$ cat src/rtl/regfile_port_arbiter_pkg.sv
// Shared definitions for the register-file port arbiter: sweep FSM state
// encodings and the default register-bank geometry used by the register
// file and the print module.
package regfile_port_arbiter_pkg;

    localparam int DEFAULT_NUM_REGS = 32;
    localparam int DEFAULT_ADDR_W   = 5;

    typedef enum logic [1:0] {
        ST_IDLE  = 2'd0,
        ST_SCAN  = 2'd1,
        ST_DRAIN = 2'd2
    } arbState_t;

endpackage

$ cat src/rtl/regfile_scan_counter.sv
// Sweep index for the register-bank scan. Counts up by one on each issued
// read, can be cleared back to register 0, and flags when the index sits on
// the last register of the bank.
module regfile_scan_counter
    import regfile_port_arbiter_pkg::*;
#(
    parameter int NUM_REGS = DEFAULT_NUM_REGS,
    parameter int ADDR_W   = DEFAULT_ADDR_W
) (
    input  logic              clk,
    input  logic              reset,
    input  logic              i_enable,
    input  logic              i_clear,
    output logic [ADDR_W-1:0] o_index,
    output logic              o_terminal
);

    localparam logic [ADDR_W-1:0] LAST_INDEX = ADDR_W'(NUM_REGS - 1);

    logic [ADDR_W-1:0] r_index;

    // Index register: clear has priority so a terminal issue returns to 0
    // instead of stepping past the last register.
    always_ff @(posedge clk) begin
        if (reset || i_clear) begin
            r_index <= '0;
        end else if (i_enable) begin
            r_index <= r_index + ADDR_W'(1);
        end
    end

    assign o_index    = r_index;
    assign o_terminal = (r_index == LAST_INDEX);

endmodule

$ cat src/rtl/regfile_port_arbiter.sv
// Arbiter and sequencer for the shared register-file address port. Decoder
// writes always win the port; the print module's full-bank sweep fills every
// cycle that is not a write grant and pauses in place while a write is granted,
// so the swept register sequence never skips or repeats.
module regfile_port_arbiter
    import regfile_port_arbiter_pkg::*;
#(
    parameter int NUM_REGS = DEFAULT_NUM_REGS,
    parameter int ADDR_W   = DEFAULT_ADDR_W
) (
    input  logic              clk,
    input  logic              reset,
    input  logic              wr_req,
    input  logic [ADDR_W-1:0] wr_reg,
    output logic              wr_ack,
    input  logic              scan_start,
    output logic              scan_busy,
    output logic              scan_valid,
    output logic [ADDR_W-1:0] scan_reg,
    output logic              scan_done,
    output logic              selector,
    output logic [ADDR_W-1:0] reg_addr,
    output logic              rf_we
);

    arbState_t         r_state;
    arbState_t         w_stateNext;

    logic              r_wrAck;
    logic              r_selector;
    logic              r_rfWe;
    logic [ADDR_W-1:0] r_regAddr;
    logic              r_issued;
    logic              r_scanValid;
    logic [ADDR_W-1:0] r_scanReg;
    logic              r_scanDone;
    logic              r_scanBusy;

    logic              w_grant;
    logic              w_sweepActive;
    logic              w_issue;
    logic              w_lastIssue;
    logic              w_counterClear;
    logic [ADDR_W-1:0] w_index;
    logic              w_terminal;

    // A write is granted for the next cycle unless one is being acked right
    // now, which spaces grants at least two cycles apart and keeps a
    // requester that is still dropping wr_req from getting a second grant.
    assign w_grant = wr_req && !r_wrAck;

    // The counter rests at 0 in IDLE and is returned there after the last
    // register is issued, so a new sweep always begins at register 0.
    assign w_counterClear = w_lastIssue || ((r_state == ST_IDLE) && !w_issue);

    regfile_scan_counter #(
        .NUM_REGS (NUM_REGS),
        .ADDR_W   (ADDR_W)
    ) u_scanCounter (
        .clk        (clk),
        .reset      (reset),
        .i_enable   (w_issue),
        .i_clear    (w_counterClear),
        .o_index    (w_index),
        .o_terminal (w_terminal)
    );

    // Sweep FSM state register.
    always_ff @(posedge clk) begin
        if (reset) begin
            r_state <= ST_IDLE;
        end else begin
            r_state <= w_stateNext;
        end
    end

    // Next-state logic: decides whether the coming cycle carries a sweep read
    // and moves to DRAIN once the last register's read has been issued.
    always_comb begin
        w_stateNext   = r_state;
        w_sweepActive = 1'b0;
        case (r_state)
            ST_IDLE: begin
                if (scan_start && !r_scanBusy) begin
                    w_sweepActive = 1'b1;
                    w_stateNext   = ST_SCAN;
                end
            end
            ST_SCAN: begin
                w_sweepActive = 1'b1;
            end
            ST_DRAIN: begin
                w_stateNext = ST_IDLE;
            end
            default: begin
                w_stateNext = ST_IDLE;
            end
        endcase
        w_issue     = w_sweepActive && !w_grant;
        w_lastIssue = w_issue && w_terminal;
        if (w_lastIssue) begin
            w_stateNext = ST_DRAIN;
        end
    end

    // Output registers: port drive for the coming cycle, then the read-data
    // qualifiers one cycle behind the issued address.
    always_ff @(posedge clk) begin
        if (reset) begin
            r_wrAck     <= 1'b0;
            r_selector  <= 1'b0;
            r_rfWe      <= 1'b0;
            r_regAddr   <= '0;
            r_issued    <= 1'b0;
            r_scanValid <= 1'b0;
            r_scanReg   <= '0;
            r_scanDone  <= 1'b0;
            r_scanBusy  <= 1'b0;
        end else begin
            r_wrAck     <= w_grant;
            r_selector  <= w_grant;
            r_rfWe      <= w_grant;
            r_regAddr   <= w_grant ? wr_reg : (w_issue ? w_index : '0);
            r_issued    <= w_issue;
            r_scanValid <= r_issued;
            r_scanReg   <= r_issued ? r_regAddr : '0;
            r_scanDone  <= r_issued && (r_state == ST_DRAIN);
            r_scanBusy  <= (w_stateNext != ST_IDLE) || (r_state == ST_DRAIN);
        end
    end

    assign wr_ack     = r_wrAck;
    assign selector   = r_selector;
    assign rf_we      = r_rfWe;
    assign reg_addr   = r_regAddr;
    assign scan_valid = r_scanValid;
    assign scan_reg   = r_scanReg;
    assign scan_done  = r_scanDone;
    assign scan_busy  = r_scanBusy;

endmodule
$ cat config.mk
export PLATFORM = sky130hd
export DESIGN_NAME = regfile_port_arbiter
export DESIGN_NICKNAME = d
export VERILOG_FILES = /design/src/rtl/regfile_port_arbiter_pkg.sv /design/src/rtl/regfile_scan_counter.sv /design/src/rtl/regfile_port_arbiter.sv
export SDC_FILE = /design/constraint.sdc
export NUM_CORES = 1
export LEC_CHECK = 0
export BUFFER_PORTS_ARGS = -buffer_cell sky130_fd_sc_hd__buf_2
export CORE_MARGIN = 2
export CORE_UTILIZATION = 48
export CTS_CLUSTER_DIAMETER = 200
export CTS_CLUSTER_SIZE = 40
export DETAILED_ROUTE_END_ITERATION = 6
export GPL_TIMING_DRIVEN = 0
export PLACE_DENSITY_LB_ADDON = 0.08
export SYNTH_ARGS = -nofsm -noshare
export SYNTH_HDL_FRONTEND = slang
export SYNTH_SLANG_ARGS = --single-unit
export TNS_END_PERCENT = 100
$ cat constraint.sdc
create_clock -name clk -period 2 [get_ports clk]
set_input_delay 0.1 -clock clk [delete_from_list [all_inputs] [get_ports clk]]
set_output_delay 0.1 -clock clk [all_outputs]
set_load 0.1 [all_outputs]
=== Word level (Yosys, flattened, before mapping) ===
Index checks and enable logic that the tools add are counted.

* Bits in latches: 0
* Input bits: 9
* Memories kept: 0
* Memory bits (read-only): 0
* Memory bits (writable): 0
* Bits in registers: 22

* Divide/modulo/power cells: 0
* $lt $le $gt $ge: 0
* Mux-type cells: 7
* Reductions and logical operators: 16
* Eq/ne operators: 3
* $mul: 0
* Bitwise operators: 1
* $add $sub $neg: 1
* Shift operators: 0

{| class="wikitable"
|+ Operator list
! kind !! count
|-
| $mux 5 || 2
|-
| $logic_and 1x1->1 || 6
|-
| $add 5x1->5 const B || 1
|-
| $eq 5x5->1 const B || 1
|-
| $logic_not 1->1 || 4
|-
| $mux 2 || 2
|-
| $pmux 2 s2 || 1
|-
| $logic_or 1x1->1 || 3
|-
| $eq 2x1->1 const B || 1
|-
| $eq 2x2->1 const B || 1
|-
| $logic_not 2->1 || 1
|-
| $pmux 1 s2 || 1
|-
| $reduce_bool 2->1 || 1
|-
| $reduce_or 2->1 || 1
|-
| $mux 1 || 1
|-
| $not 1->1 || 1
|}

=== Depth between registers and ports, before layout ===
* Word-level depth: 9
* Depth in mapped cells: 7

=== Cells and area by module ===
From an unflattened synthesis, not the netlist that was laid out.

* Cells, all modules: 83
* Area, all modules: 918.4 µm²

{| class="wikitable"
|+ Modules (own cells, without submodules)
! module !! cells each !! times used !! area an instance (µm²)
|-
| regfile_port_arbiter || 60 || 1 || 658.1
|-
| regfile_scan_counter || 23 || 1 || 260.2
|}

=== Worst setup path before layout ===
No wires, ideal clock.

* Path kind: flip-flop to flip-flop
* Start point: register rf_we (netlist name)
* End point: register u_scanCounter.r_index[3], in the netlist u_scanCounter.o_index[3]
* Path slack: 0.247 ns
* Cell stages (with the launch flop): 5
* Arrival time: 1.679 ns
* Library setup time: 0.074 ns
* Cell sequence: dfxtp_1 nand2b_4 o211a_4 nand3_1 a31oi_1

{| class="wikitable"
|+ RTL lines
! what !! line !! RTL
|-
| end signal: assignment || regfile_scan_counter.sv:28 || <nowiki>r_index <= r_index + ADDR_W'(1);</nowiki>
|-
| end: declaration || regfile_scan_counter.sv:20 || <nowiki>logic [ADDR_W-1:0] r_index;</nowiki>
|}

=== Final worst setup path ===
* Start point: register u_scanCounter.r_index[0], in the netlist u_scanCounter.o_index[0]
* End point: register u_scanCounter.r_index[3], in the netlist u_scanCounter.o_index[3]

* Longest elaborated chain between the ends: 4

{| class="wikitable"
|+ Ends and longest elaborated chain
! what
|-
| parallel branches: the longest is 4 deep, another holds $add 5x1->5
|}

Several ways; the timed one is not identified.
A chain may end at the register's enable or synchronous reset.

==> impl_metrics.toml <==
[global_routing]
grt_most_used_layer = "met2"
grt_max_degree = 12
met1_usage_pct = 19.2
grt_pass1_wl_mm = 2.33
antenna_found_initial = 0
grt_pass1_vias = 551
gr-total-overflow = 0
met2_usage_pct = 27.1
grt_usage_pct = 16.3
gr-usage-met3_pct = 3.60

[sta]
skew_ns = 0.00234
fin_crit_sh_pct = 83.5
whs_ns = 0.0125
tightest_slew_ns = 0.487
finalSetupViolCount = 0
rsz0062_at_grt = "false"
slew_viol_final = 0
fin_setup_tns_ns = 0
max_slew_margin_pct = 67.7
fmax_mhz = 599
period_needed_ns = 1.67
hold_viol = 0

[layout]
seqCellArea_sq_um = 440
synthToLayoutAreaGrowth_pct = 22.9
drive_above_1_share_pct = 36.5
fin_cells = 120
nNetsFinal = 117
stdcell_area_sq_um = 1010
nFillCells = 140
multiInputGateArea_sq_um = 347
antenna_cells = 0

[worst_setup_path]
start_kind = "flop"
cp_data_arrival_time_ns = 1.89
worst-setup-path-type = "reg -> reg"
worstPathMaxFanout = 5
cp-end-kind = "flop"
worst-endpoint-required_ns = 2.22

[yosys]
mappedNetlistArea_sq_um = 821
synth_seq_cells = 22
syn_inst = 75
yosysSeqAreaShare_pct = 53.7
ys_types = 27
syn_nets = 86
postSynthAreaPerCell_sq_um = 10.9
yosysWarnings = 0

[clocking]
cts-buffers-inserted = 3
cts_tree = "yes"
cts_hold_buffers = 1
clk_pin_slew_ns = 0.11
cts.htree.levels = 1
cts_root_buffer = "clkbuf_4"
postCtsSetupBuffers = 0
clk_path_buf_depth = 2
cts_resized = 0
clk_latency_ns = 0.29
cts.sinks = 22

[placement]
gp_congestion = 0.787
dp_cells = 114
detailedPlacementHpwl_mm = 1.09
postPlaceCellArea_sq_um = 956
port_buffers = 23

[die]
fp.coreArea_sq_um = 1560
core.rowCount = 14
start_util_pct = 52.6
dieArea_sq_um = 2060
die_w_microns = 45.4
dieHeight_microns = 45.4
num_io_pins = 25

[power_and_ir_drop]
peakVddDrop_v = 0.000474
power_leakage_nw = 0.467
powerDensity_nw_per_um2 = 804

[min_path]
hp-class = "in -> reg"

[routing]
wire_per_inst_microns = 12.2
dr.pass1.iters = 4
drtAntennaViolNets = 0
via_count = 620
drt-total-wl_mm = 1.46
vias_per_cell = 5.17
first_iter_violations = 12
drc = 0

[outcome]
status = "finished, final reports clean"

[run]
maxCapViolations = 0
==> layout make-up <==
type	instances	area share, %
flip-flops and latches	22	43.7
multi-input cells	48	34.4
repair buffers	26	14.4
plain buffers	3	2.61
clock buffers	3	2.23
well taps	16	1.99
inverters	2	0.744
==> metal layers <==
metal  vias to the layer above  wire length, microns  share of wire [%]
li1                        320                     -                  -
met1                       276                   679                 47
met2                        22                   686                 47
met3                         2                    83                5.7
met4                         0                     9               0.62
met5                         -                     0                  0
==> cells by family after synthesis <==
kind of cell,after synthesis,synth area share (%)
simple gates,29,21.3
flops,22,53.7
compound gates,16,16.6
buf+inv,5,4.11
fa+ha+maj,2,3.05
mux,1,1.22
==> per-stage QoR <==
stage	util, %	setup WS, ns	total power [mW]
final	64.7	0.330	0.811
after global routing	64.7	0.163	0.849
after CTS	63.4	0.336	0.819
after detailed placement	61.3	0.364	0.631
after global placement	61.3	0.419	0.629
after floorplan	-	0.247	0.603
==> synth_stat cells <==
master | number | area share, %
a211oi_1 | 1 | 0.91
a21oi_1 | 2 | 1.2
a22o_1 | 5 | 5.3
a31oi_1 | 2 | 1.5
and2_1 | 6 | 4.6
and3_1 | 1 | 0.76
and3_2 | 1 | 0.91
buf_4 | 2 | 1.8
buf_6 | 1 | 1.4
dfxtp_1 | 22 | 54
ha_1 | 2 | 3.0
inv_1 | 1 | 0.46
inv_2 | 1 | 0.46
mux2i_1 | 1 | 1.2
nand2_1 | 6 | 2.7
nand2b_4 | 1 | 1.7
nand3_1 | 4 | 2.4
nand3b_1 | 2 | 1.8
nor2_1 | 4 | 1.8
nor2_2 | 1 | 0.76
nor2_4 | 1 | 1.4
nor2b_1 | 1 | 0.76
nor2b_4 | 1 | 1.7
o211a_4 | 1 | 2.1
o211ai_4 | 1 | 2.6
o21ai_0 | 3 | 1.8
o21ai_2 | 1 | 1.1
==> layout by cell type, fill, tap and decap left out, types with 3 or more instances in the layout <==
cell	instances
buf_2	23
dfxtp_1	22
and2_1	6
nand2_1	6
a22o_1	5
nor2_1	4
nand3_1	4
o21ai_0	3
clkbuf_4	3
dlygate4sd3_1	3
==> power by group <==
group          leakage (nW)  internal, mW  switching [mW]  total [mW]
Combinational         0.274        0.0424           0.120       0.162
Sequential            0.179         0.452          0.0109       0.463
Clock                0.0138        0.0700           0.115       0.185
==> critical path, cell delays in order, from the launching register on <==
cell	delay (ns)
dfxtp_1	0.36
ha_1	0.23
and3_1	0.19
ha_1	0.22
nor2_1	0.14
o211a_4	0.21
nand3_1	0.08
a31oi_1	0.18
==> path summary, 6_finish.rpt <==
path	cells after the start	slack, ns	from	endpoint
max	7	0.33	u_scanCounter.o_index[0]	u_scanCounter.o_index[3]
min	2	0.01	wr_reg[2]	reg_addr[2]
max reg2reg	7	0.33	u_scanCounter.o_index[0]	u_scanCounter.o_index[3]
min reg2reg	1	0.46	reg_addr[0]	scan_reg[0]
No activity file was read; power rests on OpenSTA's default activity.
